`config.mk`:
```
export PLATFORM = sky130hd
export DESIGN_NAME = sprite_motion_ctrl
export DESIGN_NICKNAME = d
export VERILOG_FILES = /design/src/rtl/sprite_pkg.sv /design/src/rtl/btn_sync.sv /design/src/rtl/sprite_motion_ctrl.sv
export SDC_FILE = /design/constraint.sdc
export NUM_CORES = 1
export LEC_CHECK = 0
export CORE_MARGIN = 4
export CORE_UTILIZATION = 60
export CTS_BUF_LIST = sky130_fd_sc_hd__clkbuf_8
export DETAILED_ROUTE_END_ITERATION = 16
export GPL_TIMING_DRIVEN = 0
export PLACE_DENSITY = 0.92
export SLEW_MARGIN = 20
export SYNTH_ARGS = -nofsm -noshare
export SYNTH_HDL_FRONTEND = slang
export SYNTH_SLANG_ARGS = --single-unit
```
`constraint.sdc`:
```
create_clock -name CLK -period 3.3 [get_ports CLK]
set_input_delay 0.825 -clock CLK [delete_from_list [all_inputs] [get_ports CLK]]
set_output_delay 0.825 -clock CLK [all_outputs]
set_load 0.1 [all_outputs]
```
`src/rtl/sprite_pkg.sv`:
```
// Shared constants, FSM encoding and hold-counter helper for the sprite motion controller.
package sprite_pkg;

  localparam int SCREEN_W = 640;
  localparam int SCREEN_H = 480;
  localparam int SPRITE_W = 14;
  localparam int SPRITE_H = 14;
  localparam int X_MAX    = SCREEN_W - SPRITE_W;
  localparam int Y_MAX    = SCREEN_H - SPRITE_H;

  localparam int EDGE_TOP    = 3;
  localparam int EDGE_BOTTOM = 2;
  localparam int EDGE_LEFT   = 1;
  localparam int EDGE_RIGHT  = 0;

  localparam int BTN_RIGHT  = 0;
  localparam int BTN_LEFT   = 1;
  localparam int BTN_DOWN   = 2;
  localparam int BTN_UP     = 3;
  localparam int BTN_CENTER = 4;
  localparam int NUM_BTN    = 5;

  typedef enum logic [2:0] {
    IDLE,
    SAMPLE,
    CALC,
    CLAMP,
    COMMIT
  } state_e;

  // Next hold count for one axis: restart on release, conflict or reversal,
  // otherwise count up and saturate at sat.
  function automatic logic [4:0] hold_next(
    input logic [4:0] cnt,
    input logic       neg,
    input logic       pos,
    input logic       prev_neg,
    input logic       prev_pos,
    input logic [4:0] sat
  );
    if (neg == pos) return 5'd0;
    if ((prev_neg != prev_pos) && (prev_pos != pos)) return 5'd0;
    if (cnt >= sat) return sat;
    return cnt + 5'd1;
  endfunction

endpackage

```
`src/rtl/btn_sync.sv`:
```
// Two-flop synchronizer for one raw, asynchronous button line.
module btn_sync (
  input  logic clk_i,
  input  logic rst_i,
  input  logic d_i,
  output logic q_o
);

  logic meta_q;
  logic sync_q;

  always_ff @(posedge clk_i) begin
    if (rst_i) begin
      meta_q <= 1'b0;
      sync_q <= 1'b0;
    end else begin
      meta_q <= d_i;
      sync_q <= meta_q;
    end
  end

  assign q_o = sync_q;

endmodule

```
`src/rtl/sprite_motion_ctrl.sv`:
```
// Per-frame sprite position update: sample buttons, step with hold-to-accelerate,
// clamp to the visible area and commit during vertical blanking.
module sprite_motion_ctrl
  import sprite_pkg::*;
#(
  parameter int HOME_X       = 313,
  parameter int HOME_Y       = 233,
  parameter int STEP_SLOW    = 1,
  parameter int STEP_FAST    = 4,
  parameter int ACCEL_FRAMES = 16
) (
  input  logic       CLK,
  input  logic       RST,
  input  logic       frame_start,
  input  logic       btn_up,
  input  logic       btn_down,
  input  logic       btn_left,
  input  logic       btn_right,
  input  logic       btn_center,
  output logic [9:0] blue_square_x,
  output logic [8:0] blue_square_y,
  output logic       update_done,
  output logic [3:0] at_edge
);

  localparam logic signed [11:0] X_MAX_S = 12'(X_MAX);
  localparam logic signed [11:0] Y_MAX_S = 12'(Y_MAX);
  localparam logic [4:0]         ACCEL   = 5'(ACCEL_FRAMES);

  logic [NUM_BTN-1:0] btn_raw;
  logic [NUM_BTN-1:0] btn_s;
  logic [NUM_BTN-1:0] btn_q;

  state_e state_q, state_d;

  logic [4:0]         cnt_x_q, cnt_y_q;
  logic signed [11:0] cand_x_q, cand_y_q, cand_x_d, cand_y_d;
  logic signed [11:0] step_x, step_y, x_ext, y_ext;
  logic [9:0]         x_q, x_clamp_d;
  logic [8:0]         y_q, y_clamp_d;
  logic               done_q;
  logic [3:0]         edge_q, edge_d;

  assign btn_raw = {btn_center, btn_up, btn_down, btn_left, btn_right};

  for (genvar gi = 0; gi < NUM_BTN; gi++) begin : g_sync
    btn_sync u_sync (
      .clk_i (CLK),
      .rst_i (RST),
      .d_i   (btn_raw[gi]),
      .q_o   (btn_s[gi])
    );
  end

  always_comb begin
    state_d = state_q;
    case (state_q)
      IDLE:    if (frame_start) state_d = SAMPLE;
      SAMPLE:  state_d = CALC;
      CALC:    state_d = CLAMP;
      CLAMP:   state_d = COMMIT;
      COMMIT:  state_d = IDLE;
      default: state_d = IDLE;
    endcase
  end

  always_comb begin
    x_ext  = signed'({2'b00, x_q});
    y_ext  = signed'({3'b000, y_q});
    step_x = (cnt_x_q == ACCEL) ? 12'(STEP_FAST) : 12'(STEP_SLOW);
    step_y = (cnt_y_q == ACCEL) ? 12'(STEP_FAST) : 12'(STEP_SLOW);

    cand_x_d = x_ext;
    if (btn_q[BTN_RIGHT] && !btn_q[BTN_LEFT])      cand_x_d = x_ext + step_x;
    else if (btn_q[BTN_LEFT] && !btn_q[BTN_RIGHT]) cand_x_d = x_ext - step_x;

    cand_y_d = y_ext;
    if (btn_q[BTN_DOWN] && !btn_q[BTN_UP])      cand_y_d = y_ext + step_y;
    else if (btn_q[BTN_UP] && !btn_q[BTN_DOWN]) cand_y_d = y_ext - step_y;

    if (btn_q[BTN_CENTER]) begin
      cand_x_d = 12'(HOME_X);
      cand_y_d = 12'(HOME_Y);
    end
  end

  always_comb begin
    if (cand_x_q < 12'sd0)        x_clamp_d = '0;
    else if (cand_x_q > X_MAX_S)  x_clamp_d = 10'(X_MAX);
    else                          x_clamp_d = cand_x_q[9:0];

    if (cand_y_q < 12'sd0)        y_clamp_d = '0;
    else if (cand_y_q > Y_MAX_S)  y_clamp_d = 9'(Y_MAX);
    else                          y_clamp_d = cand_y_q[8:0];

    edge_d              = '0;
    edge_d[EDGE_TOP]    = (y_clamp_d == '0);
    edge_d[EDGE_BOTTOM] = (y_clamp_d == 9'(Y_MAX));
    edge_d[EDGE_LEFT]   = (x_clamp_d == '0);
    edge_d[EDGE_RIGHT]  = (x_clamp_d == 10'(X_MAX));
    if (btn_q[BTN_CENTER]) edge_d = '0;
  end

  // Outputs load on the CLAMP->COMMIT edge so they are visible during COMMIT.
  always_ff @(posedge CLK) begin
    if (RST) begin
      state_q  <= IDLE;
      btn_q    <= '0;
      cnt_x_q  <= '0;
      cnt_y_q  <= '0;
      cand_x_q <= '0;
      cand_y_q <= '0;
      x_q      <= 10'(HOME_X);
      y_q      <= 9'(HOME_Y);
      done_q   <= 1'b0;
      edge_q   <= '0;
    end else begin
      state_q <= state_d;
      done_q  <= 1'b0;
      case (state_q)
        SAMPLE: begin
          btn_q   <= btn_s;
          cnt_x_q <= btn_s[BTN_CENTER] ? 5'd0 :
                     hold_next(cnt_x_q, btn_s[BTN_LEFT], btn_s[BTN_RIGHT],
                               btn_q[BTN_LEFT], btn_q[BTN_RIGHT], ACCEL);
          cnt_y_q <= btn_s[BTN_CENTER] ? 5'd0 :
                     hold_next(cnt_y_q, btn_s[BTN_UP], btn_s[BTN_DOWN],
                               btn_q[BTN_UP], btn_q[BTN_DOWN], ACCEL);
        end
        CALC: begin
          cand_x_q <= cand_x_d;
          cand_y_q <= cand_y_d;
        end
        CLAMP: begin
          x_q    <= x_clamp_d;
          y_q    <= y_clamp_d;
          edge_q <= edge_d;
          done_q <= 1'b1;
        end
        default: ;
      endcase
    end
  end

  assign blue_square_x = x_q;
  assign blue_square_y = y_q;
  assign update_done   = done_q;
  assign at_edge       = edge_q;

endmodule

```
# ---- Word level (Yosys, flattened, before mapping)
# Cells that the tools add are included.
dict set report classes {
  addsub 6
  n_lt_le_gt_ge 6
  eq_ne 14
  n_mux 54
  n_reduce_logical 13
}
# operator n
set op_table {}
lappend op_table {{$mux W12} 6}
lappend op_table {{$mux W5} 14}
lappend op_table {{$mux W1} 25}
lappend op_table {{$lt A12 B1 Y1 const B} 2}
lappend op_table {{$mux W10} 2}
lappend op_table {{$mux W9} 2}
lappend op_table {{$gt A12 B10 Y1 const B} 1}
lappend op_table {{$gt A12 B11 Y1 const B} 1}
lappend op_table {{$pmux W3 S4} 1}
lappend op_table {{$add A10 B3 Y11} 1}
lappend op_table {{$sub A10 B3 Y11} 1}
lappend op_table {{$add A5 B1 Y5 const B} 2}
lappend op_table {{$add A9 B3 Y10} 1}
lappend op_table {{$eq A10 B10 Y1 const B} 1}
lappend op_table {{$eq A5 B5 Y1 const B} 2}
lappend op_table {{$ge A5 B5 Y1 const B} 2}
lappend op_table {{$logic_not A10 Y1} 1}
lappend op_table {{$sub A9 B3 Y10} 1}
lappend op_table {{$eq A9 B9 Y1 const B} 1}
lappend op_table {{$logic_not A9 Y1} 1}
lappend op_table {{$mux W3} 3}
lappend op_table {{$eq A3 B2 Y1 const B} 2}
lappend op_table {{$logic_and A1 B1 Y1} 6}
lappend op_table {{$logic_not A1 Y1} 4}
lappend op_table {{other kinds (6)} 10}
dict set report word_totals {
  reg_bits 76
  input_bits 8
  output_inout_bits 24
  elab_cells 113
}

# ---- Longest topological paths before layout
dict set report depth {
  depth_word 15
  mapped_depth 10
  mapped_depth_nobuf 10
}

# ---- Hierarchy
# Synthesis repeated with hierarchy kept, for this count alone.
dict set report hier_totals {
  hier_cells 459
  hier_area_um2 3861.2
}
# mod n_inst cells_per_inst area_each_um2 seq_area_each_um2
set modules_own_cells {}
lappend modules_own_cells {sprite_motion_ctrl 1 439 3598.5 1301.2}
lappend modules_own_cells {btn_sync 5 4 52.6 40.0}

# ---- Least setup slack after synthesis
# OpenSTA, ideal clock, no wires.
dict set report synth_path {
  path_kind {register to register}
  startpoint {reg x_q[2], in the netlist blue_square_x[2]}
  endpoint {reg cand_x_q[9]}
  setup_time_ps 117
  arrival_time_ps 2491
  required_ps 3183
  setup_slack_ps 692
  path_stages_with_launch 7
  path_buffers 1
  period_less_slack_ps 2608
  path_cell_list {dfxtp_1 ha_1 clkbuf_1 a2111oi_0 o22ai_1 xnor2_1 a22o_1}
}
dict set report synth_via {
  elab_chain_cells 4
  elab_cells_between_ends 5
  cone_classes {add/sub (2); mux (3)}
}
# element line
set synth_lines {}
lappend synth_lines {{from (decl)} sprite_motion_ctrl.sv:39} ;# logic [9:0] x_q, x_clamp_d;
lappend synth_lines {{from (signal assigned)} sprite_motion_ctrl.sv:113} ;# x_q <= 10'(HOME_X);
lappend synth_lines {{from (signal assigned)} sprite_motion_ctrl.sv:135} ;# x_q <= x_clamp_d;
lappend synth_lines {{$sub A10 B3 Y11} sprite_motion_ctrl.sv:75} ;# else if (btn_q[BTN_LEFT] && !btn_q[BTN_RIGHT]) cand_x_d = x_ext - step_x;
lappend synth_lines {{$mux W12} sprite_motion_ctrl.sv:75}
lappend synth_lines {{$mux W12 (*)} sprite_motion_ctrl.sv:74} ;# if (btn_q[BTN_RIGHT] && !btn_q[BTN_LEFT]) cand_x_d = x_ext + step_x;
lappend synth_lines {{$mux W12 (*)} sprite_motion_ctrl.sv:81} ;# if (btn_q[BTN_CENTER]) begin
lappend synth_lines {{to (signal assigned)} sprite_motion_ctrl.sv:131} ;# cand_x_q <= cand_x_d;
lappend synth_lines {{to (decl)} sprite_motion_ctrl.sv:37} ;# logic signed [11:0] cand_x_q, cand_y_q, cand_x_d, cand_y_d;
# Mark *: on every way between the ends. The rest lies on a longest branch, timed or not.
# A chain may end at the register's enable or synchronous reset.

# ---- Worst setup path in the final report
dict set report layout_path {
  startpoint {reg y_q[3], in the netlist blue_square_y[3]}
  endpoint {out blue_square_y[3]}
}
# element line
set layout_rtl {}
lappend layout_rtl {{from (decl)} sprite_motion_ctrl.sv:40} ;# logic [8:0] y_q, y_clamp_d;
lappend layout_rtl {{from (signal assigned)} sprite_motion_ctrl.sv:114} ;# y_q <= 9'(HOME_Y);
lappend layout_rtl {{from (signal assigned)} sprite_motion_ctrl.sv:136} ;# y_q <= y_clamp_d;
lappend layout_rtl {{to (decl)} sprite_motion_ctrl.sv:21} ;# output logic [8:0] blue_square_y,
# No word-level cell between the ends.

==> reports/results.ini <==
[run_status]
status=finished clean

[synthesis]
synth_area_leaders=dfxtp_1 40%, ha_1 6.6%, a21oi_1 5.8%
async_flop_share=0
synth_cells=454
synth-edff-count=0
ys_warn_count=0
ys_seq_area_frac=0.396
synthDistinctLibCells=53
synth_common_cells=75 x dfxtp_1, 44 x a21oi_1, 42 x nand2_1, 32 x nor2_1, 27 x o21ai_0
synth_largest_area_cell=dfxtp_1
ys.flop_type=dfxtp_1
synth_nets=482
netlist_area_sq_mm=0.00379
postSynthAreaPerCell_sq_um=8.34
ys_seq_elements=75
synth_top_area_share=0.396
yosysMostFrequentCell=dfxtp_1

[power_and_ir_drop]
power_leakage_uw=0.00159
power_density_mw_per_mm2=414
finalPower_uw=1810
ir_drop_mv=0.307

[worst_setup_path]
endpoint_kind=output pin
critPathKind=register to output pin
path_cells=clkdlybuf4s50_1
path_buf_inv=1
cp_top_family=buffers and inverters
arrival_ps=2030
crit_path_top_delay_cell=clkdlybuf4s50_1
cp-start-kind=register
critPathRequiredTime_ps=2470
cp_max_fo=7
slowest_delay_ps=1190

[timing]
hold_viol_final=0
period_needed_ps=2860
setup_viol=0
rsz0062_at_grt=no
skew_ps=11.8
slew_headroom=0.348
final.setup.tns_ps=0
fmax_ghz=0.350
tightest_slew_ps=975
drv_slew=0
fin_crit_sh=0.867

[cells_and_area]
final_nets=524
drive_gt1_frac=0.0439
seqCellArea_sq_mm=0.00150
fillerInstances=466
stdcell_area_sq_mm=0.00437
multiInputGateArea_sq_mm=0.00211
area_delta_synth_final_pct=15.4
diodes=0

[die]
die_area_sq_mm=0.00765
die_h_um=87.5
coreArea_sq_mm=0.00603
io_pins=32
start_util=0.629
fp.dieW_um=87.5
rows=28

[hold_path]
hold_path.class=register to register

[route]
drt_pre_antenna_iters=5
drt-initial-drc-count=369
vias=3632
vias_per_cell=6.31
drc_errors=0
wirelength_um=9610
avgRoutedWirePerCell_um=16.7
antenna_left=0

[clock_network]
hold_buffers=0
tritoncts=done
numCtsBuffers=9
cts-resized-gates=0
clock_path_buffers=2
clk_latency_ps=360
cts_setup_buffers=0
clock_sinks=75
h-tree-depth=3
root_buffer=clkbuf_8
clk_pin_slew_ps=80

[grt]
grt.overflow.total=0
grt_pass1_vias=3350
grt_max_degree=13
grt_use_total=0.263
grt_pass1_wl_um=15800
antenna_found_initial=0

[flow_run]
maxCapViolations=0

[place]
gp_congestion=0.975
numPortBuffers=31
dp_hpwl_um=6920
place_area_sq_mm=0.00419

[registers in the layout, indices dropped and copies added, names as in the netlist]
| name | count |
|---|---|
| cand_x_q | 12 |
| cand_y_q | 11 |
| blue_square_x | 10 |
| blue_square_y | 9 |
| btn_q | 5 |
| cnt_x_q | 5 |
| cnt_y_q | 5 |
| g_sync.u_sync.meta_q | 5 |
| g_sync.u_sync.q_o | 5 |
| at_edge | 4 |
| state_q | 3 |
| update_done | 1 |
[worst paths after layout]
kind | depth (start not counted) | start | slack [ps] | to
max reg2reg | 9 | cnt_x_q[0] | 580 | cand_x_q[9]
min | 1 | g_sync[4].u_sync.meta_q | 430 | g_sync[4].u_sync.q_o
max | 1 | blue_square_y[3] | 440 | blue_square_y[3]
min reg2reg | 1 | g_sync[4].u_sync.meta_q | 430 | g_sync[4].u_sync.q_o
[metrics by stage]
step | worst slack, ps | util | hold slack [ps] | std cells
2_1_floorplan | 692 | - | 414 | 454
3_3_place_gp | 678 | 0.696 | 417 | 560
3_5_place_dp | 617 | 0.696 | 425 | 560
4_1_cts | 423 | 0.725 | 439 | 576
5_1_grt | 328 | 0.725 | 470 | 576
6_report | 440 | 0.725 | 433 | 576
[where the power goes]
group          internal [uW]  switching [uW]  total, uW
logic                   63.2             140        204
clock network            308             339        647
registers                932            27.3        959
[layout by cell type (no fill, tap or decap), drive strengths merged, types with 3 or more instances in the layout]
cell type / count
nor3b: 5
ha: 20
a21oi: 44
and3b: 3
o22ai: 4
a22o: 6
clkbuf: 33
clkdlybuf4s50: 31
mux2i: 3
nand2: 42
a31oi: 7
nand3b: 3
a41oi: 3
and4: 4
o21ai: 27
nor2: 32
nand4: 3
inv: 24
xor2: 4
nand3: 22
nor4: 7
o31ai: 5
o32ai: 3
a22oi: 5
nand2b: 6
o211ai: 4
dfxtp: 75
xnor2: 13
or3: 4
nor2b: 16
nor3: 11
[logic make-up after synthesis]
| family | after synthesis | synth area share |
|---|---|---|
| fa+ha+maj | 20 | 0.0661 |
| xor+xnor | 17 | 0.0393 |
| simple gates | 169 | 0.233 |
| compound gates | 124 | 0.212 |
| buf+inv | 46 | 0.0456 |
| flops | 75 | 0.396 |
| mux | 3 | 0.00793 |
[layout make-up]
type / count / area share
Sequential cell: 75 / 0.343
Buffer: 23 / 0.0197
Clock buffer: 11 / 0.0346
Inverter: 23 / 0.0197
Multi-Input combinational cell: 333 / 0.483
Timing Repair Buffer: 31 / 0.0710
Tap cell: 75 / 0.0215
Clock inverter: 5 / 0.00658
[per-layer routing]
metal,global-route usage,vias to the layer above,part of all wire
li1,-,1720,-
met1,0.339,1683,0.41
met2,0.427,203,0.48
met3,0.0653,26,0.094
met4,0.0907,0,0.020
met5,0,-,0
No activity file was read; power rests on OpenSTA's default activity.
